<file path="src/rtl/vga_ctrl.sv">
// vga_ctrl: 640x480@60 Hz VGA timing generator and pixel sink.
// A free-running horizontal/vertical counter pair defines the raster. Pixel
// coordinates are requested one clock ahead of the visible window so that a
// combinational renderer's answer can be registered into vga_rgb and land
// exactly on the visible pixel. hsync/vsync come straight from the counters.
// frame_start marks counter position (0,0); vblank_tick marks the first
// front-porch line and is the safe point for game-state updates.

module vga_ctrl #(
    parameter int H_SYNC   = 96,
    parameter int H_BP     = 48,
    parameter int H_ACTIVE = 640,
    parameter int H_FP     = 16,
    parameter int V_SYNC   = 2,
    parameter int V_BP     = 33,
    parameter int V_ACTIVE = 480,
    parameter int V_FP     = 10
) (
    input  logic        vga_clk,
    input  logic        sys_rst,
    input  logic [15:0] pix_data,
    output logic [9:0]  pix_x,
    output logic [9:0]  pix_y,
    output logic        pix_data_req,
    output logic        hsync,
    output logic        vsync,
    output logic [15:0] vga_rgb,
    output logic        frame_start,
    output logic        vblank_tick,
    output logic [15:0] frame_cnt
);

    // Totals must fit the 10-bit counters (<= 1024).
    localparam int H_TOTAL = H_SYNC + H_BP + H_ACTIVE + H_FP;
    localparam int V_TOTAL = V_SYNC + V_BP + V_ACTIVE + V_FP;

    localparam logic [9:0] H_LAST      = 10'(H_TOTAL - 1);
    localparam logic [9:0] V_LAST      = 10'(V_TOTAL - 1);
    localparam logic [9:0] H_SYNC_END  = 10'(H_SYNC);
    localparam logic [9:0] V_SYNC_END  = 10'(V_SYNC);

    // Requests lead the visible columns by one clock to cover the output register.
    localparam logic [9:0] H_REQ_FIRST = 10'(H_SYNC + H_BP - 1);
    localparam logic [9:0] H_REQ_LAST  = 10'(H_SYNC + H_BP + H_ACTIVE - 2);
    localparam logic [9:0] V_ACT_FIRST = 10'(V_SYNC + V_BP);
    localparam logic [9:0] V_ACT_LAST  = 10'(V_SYNC + V_BP + V_ACTIVE - 1);

    localparam logic [9:0] NO_REQ      = 10'h3FF;

    logic [9:0] cnt_h;
    logic [9:0] cnt_v;
    logic       h_end;
    logic       v_end;
    logic       req_h;
    logic       req_v;
    logic       req;
    logic       vblank_hit;

    // Raster position decode shared by the counters, syncs and tick logic.
    always_comb begin
        h_end      = (cnt_h == H_LAST);
        v_end      = (cnt_v == V_LAST);
        req_h      = (cnt_h >= H_REQ_FIRST) && (cnt_h <= H_REQ_LAST);
        req_v      = (cnt_v >= V_ACT_FIRST) && (cnt_v <= V_ACT_LAST);
        req        = req_h && req_v;
        vblank_hit = h_end && (cnt_v == V_ACT_LAST);
    end

    // Horizontal counter: one step per pixel clock, wraps at end of line.
    always_ff @(posedge vga_clk) begin
        if (sys_rst) begin
            cnt_h <= '0;
        end else if (h_end) begin
            cnt_h <= '0;
        end else begin
            cnt_h <= cnt_h + 10'd1;
        end
    end

    // Vertical counter: one step per line, wraps at end of frame.
    always_ff @(posedge vga_clk) begin
        if (sys_rst) begin
            cnt_v <= '0;
        end else if (h_end) begin
            if (v_end) begin
                cnt_v <= '0;
            end else begin
                cnt_v <= cnt_v + 10'd1;
            end
        end
    end

    // Sync pulses sit at the start of each line/frame; both active-low.
    always_comb begin
        hsync = (cnt_h >= H_SYNC_END);
        vsync = (cnt_v >= V_SYNC_END);
    end

    // Coordinate request toward the renderer; all-ones when idle.
    always_comb begin
        pix_data_req = req;
        pix_x        = NO_REQ;
        pix_y        = NO_REQ;
        if (req) begin
            pix_x = cnt_h - H_REQ_FIRST;
            pix_y = cnt_v - V_ACT_FIRST;
        end
    end

    // Capture the renderer's answer; blank everywhere outside the window.
    always_ff @(posedge vga_clk) begin
        if (sys_rst) begin
            vga_rgb <= '0;
        end else if (req) begin
            vga_rgb <= pix_data;
        end else begin
            vga_rgb <= '0;
        end
    end

    // Frame-level strobes, registered so they are high at (0,0) and the
    // first front-porch line respectively.
    always_ff @(posedge vga_clk) begin
        if (sys_rst) begin
            frame_start <= 1'b0;
            vblank_tick <= 1'b0;
        end else begin
            frame_start <= h_end && v_end;
            vblank_tick <= vblank_hit;
        end
    end

    // Frame counter advances with each vblank_tick and wraps naturally.
    always_ff @(posedge vga_clk) begin
        if (sys_rst) begin
            frame_cnt <= '0;
        end else if (vblank_hit) begin
            frame_cnt <= frame_cnt + 16'd1;
        end
    end

endmodule
</file>
<file path="config.mk">
export PLATFORM = sky130hd
export DESIGN_NAME = vga_ctrl
export DESIGN_NICKNAME = d
export VERILOG_FILES = /design/src/rtl/vga_ctrl.sv
export SDC_FILE = /design/constraint.sdc
export NUM_CORES = 1
export LEC_CHECK = 0
export ABC_AREA = 1
export BUFFER_PORTS_ARGS = -buffer_cell sky130_fd_sc_hd__buf_4
export CELL_PAD_IN_SITES_DETAIL_PLACEMENT = 1
export CELL_PAD_IN_SITES_GLOBAL_PLACEMENT = 2
export CORE_ASPECT_RATIO = 2
export CORE_MARGIN = 2
export CORE_UTILIZATION = 31
export DETAILED_ROUTE_END_ITERATION = 7
export HOLD_SLACK_MARGIN = 0.02
export PLACE_DENSITY_LB_ADDON = 0.05
export SKIP_CTS_REPAIR_TIMING = 1
export SLEW_MARGIN = 20
export SYNTH_ARGS = -nofsm -noshare
export SYNTH_HDL_FRONTEND = slang
export SYNTH_SLANG_ARGS = --single-unit
</file>
<file path="constraint.sdc">
create_clock -name vga_clk -period 3.9 [get_ports vga_clk]
set_input_delay 0.39 -clock vga_clk [delete_from_list [all_inputs] [get_ports vga_clk]]
set_output_delay 0.39 -clock vga_clk [all_outputs]
set_load 0.05 [all_outputs]
</file>
After elaboration in Yosys (flattened, before gate mapping):

Index checks and enable logic that the tools add are counted.

* add/subtract/negate cells: 5
* magnitude comparators: 6
* eq/ne operators: 3
* mux-type cells: 3
* bitwise gates (word level): 1
* reductions and logical operators: 7

Operator list (count)
* $eq 10x10->1 const B: 3
* $mux 10: 3
* $add 10x1->10 const B: 2
* $le 10x10->1 const B: 2
* $add 16x1->16 const B: 1
* $ge 10x2->1 const B: 1
* $ge 10x6->1 const B: 1
* $ge 10x7->1 const B: 1
* $ge 10x8->1 const B: 1
* $sub 10x6->10 const B: 1
* $sub 10x8->10 const B: 1
* $logic_and 1x1->1: 5
* $reduce_or 2->1: 2
* $not 1->1: 1

* register bits: 54
* bits of input ports: 18
* output and inout port bits: 57
* logic and storage cells: 31

Depth between registers and ports, before layout:

Gate-level depths: netlist (run 1).

* depth after elaboration: 5
* mapped depth: 10
* gate-level depth less buffers: 9

Worst setup path after synthesis (run 1):

No wires, ideal clock.

* kind: flip-flop to output port
* start: register cnt_h[1]
* end: output port pix_x[0]
* arrival time: 1866 ps
* required time: 3510 ps
* path slack: 1644 ps
* stages on the path, launching flop included: 11
* path buffers: 1
* path through: dfxtp_1 -> ha_1 -> nand3_2 -> nand3_2 -> nand2_1 -> nand2_1 -> nand2_2 -> nor2_8 -> and2_4 -> buf_6 -> nand2_1

* word-level cells in the longest chain between the ends: 4

RTL lines
* from (decl): line 50 `logic [9:0] cnt_h;`
* from (signal assigned): line 76 `cnt_h <= cnt_h + 10'd1;`
* $ge 10x8->1 / $le 10x10->1 (equally long branches): line 63 `req_h = (cnt_h >= H_REQ_FIRST) && (cnt_h <= H_REQ_LAST);`
* $logic_and 1x1->1 (*): line 63
* $logic_and 1x1->1 (*): line 65 `req = req_h && req_v;`
* via pix_data_req: line 24 `output logic pix_data_req,`
* $mux 10 (*): line 104 `if (req) begin`
* to (decl): line 22 `output logic [9:0] pix_x,`

The timed path passes the listed nets; every way through them passes the cells marked *.

Final worst setup path (run 1):

* start: register cnt_h[1]
* end: output port pix_y[6]

* word-level cells in the longest chain between the ends: 4

RTL lines
* $ge 10x8->1 / $le 10x10->1 (equally long branches): line 63
* $logic_and 1x1->1 (*): line 63
* $logic_and 1x1->1 (*): line 65
* $mux 10 (*): line 104
* to (decl): line 23 `output logic [9:0] pix_y,`

Every way passes the cells marked *; elsewhere a longest branch is shown, timed or not.

==> results of run 1 <==
==> layout by cell type, fill, tap and decap left out, types with 2 or more instances in the layout <==
| master | instances |
|---|---|
| nand4_1 | 23 |
| dfxtp_1 | 54 |
| xnor2_1 | 3 |
| nor2_2 | 12 |
| nand3_1 | 25 |
| o21ai_0 | 8 |
| nor3_1 | 7 |
| xor2_1 | 17 |
| a21oi_1 | 23 |
| inv_2 | 6 |
| nand3_2 | 5 |
| o22ai_1 | 2 |
| nor2_4 | 6 |
| ha_1 | 6 |
| inv_1 | 55 |
| nand2_1 | 118 |
| buf_4 | 74 |
| nand2_2 | 3 |
| nor2_1 | 49 |
| clkbuf_16 | 5 |
==> flip-flops by register name, indices dropped and copies added (netlist names) <==
signal and count:
frame_start 1, cnt_v 10, vga_rgb 16, frame_cnt 16, cnt_h 10, vblank_tick 1
==> worst reg2reg max path: cells and delay by family, from the launching register on <==
| family | cells | cell delay, ns |
|---|---|---|
| AO/OA/AOI/OAI | 1 | 0.08 |
| adder cells (fa/ha/maj) | 1 | 0.26 |
| buffers and inverters | 2 | 0.22 |
| flip-flops | 1 | 0.44 |
| AND/OR/NAND/NOR | 4 | 0.86 |
==> power groups by stage <==
| stage | sequential [mW] | clock (mW) | combinational [mW] |
|---|---|---|---|
| CTS | 0.558 | 0.498 | 0.0351 |
| floorplan | 0.570 | 0 | 0.0168 |
| global placement | 0.570 | 0 | 0.0342 |
| global route | 0.559 | 0.519 | 0.0388 |
| finish | 0.558 | 0.480 | 0.0342 |
| detailed placement | 0.571 | 0 | 0.0350 |
==> how the worst max path moves through the flow <==
stage                                    from       end  slack [ns]  cells past startpoint
final                     cnt_h[1]$_SDFF_PP0_  pix_y[6]        1.22                     10
after global routing      cnt_h[1]$_SDFF_PP0_  pix_y[6]        1.02                     10
after global placement    cnt_h[1]$_SDFF_PP0_  pix_y[5]        1.56                     10
after CTS                 cnt_h[1]$_SDFF_PP0_  pix_y[5]        1.16                     10
after floorplan           cnt_h[1]$_SDFF_PP0_  pix_x[0]        1.64                     10
after detailed placement  cnt_h[1]$_SDFF_PP0_  pix_y[5]        1.50                     10
==> metrics by stage <==
| stage | util (%) | setup WS [ns] | hold slack, ns | area (um^2) | power [mW] |
|---|---|---|---|---|---|
| detailed placement | 38.4 | 1.50 | 0.492 | 3720 | 0.606 |
| global route | 40.0 | 1.02 | 0.305 | 3880 | 1.12 |
| floorplan | - | 1.64 | 0.453 | 3080 | 0.587 |
| global placement | 38.4 | 1.56 | 0.475 | 3720 | 0.605 |
| CTS | 40.0 | 1.16 | 0.298 | 3880 | 1.09 |
| finish | 40.0 | 1.22 | 0.301 | 3880 | 1.07 |
==> metal layers <==
layer | routed length, um | GRT usage [%] | part of all wire, % | vias to the layer above
li1 | - | - | - | 1537
met1 | 3370 | 17.5 | 34 | 1470
met2 | 5820 | 38.1 | 59 | 73
met3 | 400 | 3.75 | 4.0 | 19
met4 | 346 | 8.48 | 3.5 | 0
met5 | 0 | 0 | 0 | -
==> kinds of logic (layout without fill, tap and decap cells) <==
logic type	after synthesis	count (layout)	share of synthesized area, %
AO/OA/AOI/OAI	37	37	6.46
XOR/XNOR	20	20	5.69
adder cells (fa/ha/maj)	6	6	2.44
buffers and inverters	71	143	9.99
flip-flops	54	54	35.1
AND/OR/NAND/NOR	254	254	40.3
==> final cells by class <==
cell class	count	area (um^2)
tap	132	165
multi-input combinational	317	1690
sequential	54	1080
inverter	61	229
clock buffer	6	139
fill	1291	5820
timing repair buffer	74	556
clock inverter	2	16.3
==> impl_results.md, run 1 <==
* Starting DRT DRC Count at 34
* CP required at 3.51 ns
* WP data arrival at 2.29 ns
* Synthesized Nets at 466
* Hold Path Depth at 3
* Nets at 537
* Worst-path clk slew at 0.08 ns
* Clk root buf: clkbuf_16
* Tcrit/Tclk final at 68.7%
* Final Hold Fails at 0
* Worst slew pin tran at 0.473 ns
* Post-synth EDFFs at 0
* Worst R2R Setup Slack at 1.93 ns
* Psw at 0.244 mW
* Tmin final at 2.68 ns
* Setup Crit Path Kind: flop to output pin
* Sequential share of power at 52.0%
* Setup-failing EPs final at 0
* Die area at 0.0108 mm^2
* Synth-to-Final Area Change at 25.9%
* I/O pins at 75
* Worst hold endpoint: vga_rgb[10]$_SDFF_PP0_
* Routability congestion estimate at 0.884
* DRT Pass-1 Iters at 4
* Crit start category: flop
* Vias in the first global route at 3,295
* Synth Cell Area at 0.00308 mm^2
* Fraction of layout cells with a size suffix above 1 at 23.5%
* Vias/cell at 4.80
* # diodes at 0
* RR Startpoint: cnt_h[1]$_SDFF_PP0_
* Hold Startpoint: pix_data[10]
* Worst vdd ir at 0.285 mV
* Num CTS Buffers at 5
* Cells after synthesis at 442
* Slowest stage cell, crit path: dfxtp_1
* Clock Path Buffers at 2
* Cell Pwr Density at 276 mW/mm^2
* Yosys warns at 0
* Comb power frac at 3.2%
* Share of Yosys cell area claimed by the top area cell type at 35.1%
* Switching share of power at 22.7%
* Fmax at 373 MHz
* Filler-free cell count of the finished design at 646
* Sequential area share after synthesis at 35.1%
* Drt wl/cell at 15.4 um
* H-Tree Level Count at 2
* Worst Reg-to-Reg Cells at 8
* CTS tree: yes
* Synth Register Bits at 54
* Setup_tns at 0 ns
* Largest area contributor in the netlist: dfxtp_1
* Die width at 74.5 um
* Die Y at 145 um
* Internal power at 0.828 mW
* Slew margin rel. at 68.4%
* Detailed Route WL at 9.94 mm
* RR Endpoint: frame_cnt[2]$_SDFFE_PP0P_
* DRC at 0
* Worst Path Buf+Inv at 1
* Clock Sinks at 54
* Row count at 51
* Core Region at 0.00970 mm^2
* Initial antenna violation count at 0
* Fraction of power consumed by the clock network at 44.8%
* Leak at 1.66 nW
* Port Buf Inserts at 74
* Critical path's top delay family: simple AND/OR/NAND/NOR gates
* Crit-path max cell delay at 0.44 ns
* CP cell instances: ha_1, nand3_2, nand3_2, nand2_1, nand2_1, nand2_2, nor2_8, and2_4, nand2_1, buf_4
* Slew Viols, Final at 0
* Post-synth cell types at 31
* Ys flop type: dfxtp_1
* Initial Util at 31.8%
* Syn avg cell area at 6.97 um^2
* Largest net degree at the start of global routing at 25
* Post-DRT Antenna Nets at 0
* Most frequent cell after synthesis: nand2_1
* Post-synth top cells: 118 x nand2_1, 55 x inv_1, 54 x dfxtp_1, 49 x nor2_1, 25 x nand3_1
* Status: completed
* Crit end category: output pin
* Vias post-DR at 3,099
* Grt ovf at 0
* Synth area leaders: dfxtp_1 35%, nand2_1 14%, inv_1 6.7%
* RSZ-0062 raised after global routing: no
* CP most frequent cell: nand2_1
* Inst Count DP at 638
* HPWL after DPL at 8.14 mm
* Total GRT Usage at 19.3%
* First-pass GRT wire length at 16.0 mm
* Maxcap violations at 0
* Setup Skew at 0.0107 ns
* Ys async rst share at 0%
* Worst-path fanout max at 13
* Hold Path Class: primary input to flop
* Worst-skew pair later-pin latency at 0.30 ns
Note: power is estimated with default switching activity, not from simulation.
==> inputs of run 2 (changes only) <==
--- a/config.mk
+++ b/config.mk
@@ -11,7 +11,7 @@
 export CELL_PAD_IN_SITES_GLOBAL_PLACEMENT = 2
 export CORE_ASPECT_RATIO = 2
 export CORE_MARGIN = 2
-export CORE_UTILIZATION = 31
+export CORE_UTILIZATION = 26
 export DETAILED_ROUTE_END_ITERATION = 7
 export HOLD_SLACK_MARGIN = 0.02
 export PLACE_DENSITY_LB_ADDON = 0.05
==> constraint.sdc (replaced) <==
create_clock -name vga_clk -period 2.2 [get_ports vga_clk]
set_input_delay 0.22 -clock vga_clk [delete_from_list [all_inputs] [get_ports vga_clk]]
set_output_delay 0.22 -clock vga_clk [all_outputs]
set_load 0.05 [all_outputs]
==> run 2 against run 1 <==
Net effect:
- core utilization is 4.0 points lower
- worst setup slack worse by 1.2 ns
- sequential cell count stayed put
- highest routed layer unchanged
- largest cell class unchanged
- critical path depth is 1 lower
- sequential power is 77% higher
- combinational power is 120% higher
- die area is 18% higher
- hold slack worse by 0.18 ns
- clock power is 79% higher
- critical endpoint is now pix_y[5]
==> impl_results.md, run 2 (same netlist as run 1, synthesis figures left out) <==
* Crit-path max cell delay at 0.34 ns (-0.10 ns)
* Die Y at 158 um (+8.9%)
* Detailed Route WL at 11.1 mm (+11%)
* Drt wl/cell at 16.4 um (+6.5%)
* Commonest non-fill, non-tap cell in the layout: nand2_1
* Vias post-DR at 3,148 (+1.6%)
* Largest net degree at the start of global routing at 24 (-4.0%)
* Worst-path clk slew at 0.08 ns (about the same)
* Leak at 1.79 nW (+7.9%)
* Slew Viols, Final at 0 (unchanged)
* Fraction of power consumed by the clock network at 44.8% (about the same)
* Die width at 81.0 um (+8.7%)
* Slowest stage cell, crit path: dfxtp_2
* WP data arrival at 1.91 ns (-0.38 ns)
* First-pass GRT wire length at 16.6 mm (+3.3%)
* Status: completed
* Die area at 0.0128 mm^2 (+18%)
* Final Hold Slack at 0.121 ns (-0.180 ns)
* Fmax at 469 MHz
* HPWL after DPL at 8.91 mm (+9.4%)
* DRT Pass-1 Iters at 4 (unchanged)
* Worst vdd ir at 0.354 mV (+24%)
* Regs by FF count: frame_cnt: 16 flops, vga_rgb: 16 flops
* RR Startpoint: cnt_h[1]$_SDFF_PP0_
* Nets at 554 (+3.2%)
* Final Hold Fails at 0 (unchanged)
* Hold Path Class: primary input to flop
* Maxcap violations at 0 (unchanged)
* Comb power frac at 4.0% (+0.8 points)
* Clk root buf: clkbuf_16
* Core Region at 0.0116 mm^2 (+20%)
* Grt ovf at 0 (unchanged)
* RSZ-0062 raised after global routing: yes
* Post-DRT Antenna Nets at 0 (unchanged)
* Initial Util at 26.5% (-5.3 points)
* CTS tree: yes
* Setup-failing EPs final at 0 (unchanged)
* Tcrit/Tclk final at 97.0%
* Psw at 0.449 mW (+84%)
* Initial antenna violation count at 0 (unchanged)
* Clock Sinks at 54 (unchanged)
* Total power at 1.92 mW (+79%)
* Internal power at 1.47 mW (+78%)
* Commonest non-fill, non-tap cells in the layout: 115 x nand2_1, 75 x buf_4, 54 x inv_1
* Total GRT Usage at 17.6% (-1.7 points)
* Setup Skew at 0.00700 ns (-0.00372 ns)
* Vias/cell at 4.66 (-2.9%)
* Tmin final at 2.13 ns
* Cell Pwr Density at 460 mW/mm^2 (+66%)
* Row count at 56 (+9.8%)
* CP cell instances: buf_4, ha_1, nand3_2, nand3b_4, a21oi_4, nor2_8, and2_4, nand2_1, buf_6
* Filler-free cell count of the finished design at 676 (+4.6%)
* # diodes at 0 (unchanged)
* Hold Startpoint: pix_data[1]
* Setup_tns at 0 ns (unchanged)
* Inst Count DP at 662 (+3.8%)
* I/O pins at 75 (unchanged)
* Clock Path Buffers at 2 (unchanged)
* DRC at 0 (unchanged)
* Port Buf Inserts at 74 (unchanged)
* Crit end category: output pin
* Synth-to-Final Area Change at 35.8%
* Vias in the first global route at 3,194 (-3.1%)
* CP required at 1.98 ns (-1.53 ns)
* Fraction of layout cells with a size suffix above 1 at 28.8% (+5.3 points)
* Num CTS Buffers at 5 (unchanged)
* Post-Route Utilization at 36.0% (-4.0 points)
* Worst-skew pair later-pin latency at 0.31 ns (about the same)
* Sequential share of power at 51.2% (-0.8 points)
* Crit start category: flop
* Starting DRT DRC Count at 69 (+100%)
* Worst-path fanout max at 7 (-6)
* Setup Crit Path Kind: flop to output pin
* Slew margin rel. at 69.4% (+0.99 points)
* H-Tree Level Count at 2 (unchanged)
* Worst slew pin tran at 0.458 ns (-0.0149 ns)
* Crit path launch: cnt_h[1]$_SDFF_PP0_
* Switching share of power at 23.3% (+0.61 points)
* Routability congestion estimate at 0.795 (-10%)
-- run 2: cell type report --
| type | count | area, um^2 |
|---|---|---|
| fill | 1477 | 7450 |
| multi-input combinational | 318 | 1790 |
| sequential | 54 | 1090 |
| timing repair buffer | 90 | 732 |
| inverter | 61 | 229 |
| tap | 145 | 181 |
| clock buffer | 6 | 139 |
| clock inverter | 2 | 16.3 |
-- run 2: path summary, 6_finish.rpt --
check,cells past startpoint,slack (ns),endpoint
worst max register to register,9,0.29,frame_cnt[12]$_SDFFE_PP0P_
worst max-delay path,9,0.07,pix_y[5]
worst min register to register,2,0.51,frame_cnt[15]$_SDFFE_PP0P_
worst min-delay path,3,0.12,vga_rgb[1]$_SDFF_PP0_
-- run 2: power groups by stage --
stage | Combinational, mW | Sequential, mW | Clock, mW
final | 0.0765 | 0.985 | 0.861
after global routing | 0.0846 | 0.986 | 0.923
after CTS | 0.0753 | 0.985 | 0.895
after detailed placement | 0.0749 | 1.01 | 0
after global placement | 0.0731 | 1.01 | 0
after floorplan | 0.0297 | 1.01 | 0
-- run 2: stage by stage --
stage          setup WS (ns)  area, um^2
4_1_cts               -0.193        3980
5_1_grt              -0.0230        4180
2_1_floorplan          0.114        3080
3_3_place_gp           0.220        3820
6_report              0.0663        4180
3_5_place_dp           0.149        3820
-- run 2: worst max-delay path: cells and delay by family (launching register included) --
| kind | cells | cell delay (ns) |
|---|---|---|
| DFF | 1 | 0.34 |
| and+or+nand+nor | 5 | 0.54 |
| adders and majority gates | 1 | 0.18 |
| buffers and inverters | 2 | 0.32 |
| AOI/OAI and AO/OA | 1 | 0.23 |
-- run 2: layer usage --
metal,routed length (um),global-route usage (%),vias to the layer above
met5,0,0,-
met4,263,7.43,0
met3,261,1.94,13
met2,6990,37.9,51
met1,3560,15.0,1505
li1,-,-,1579
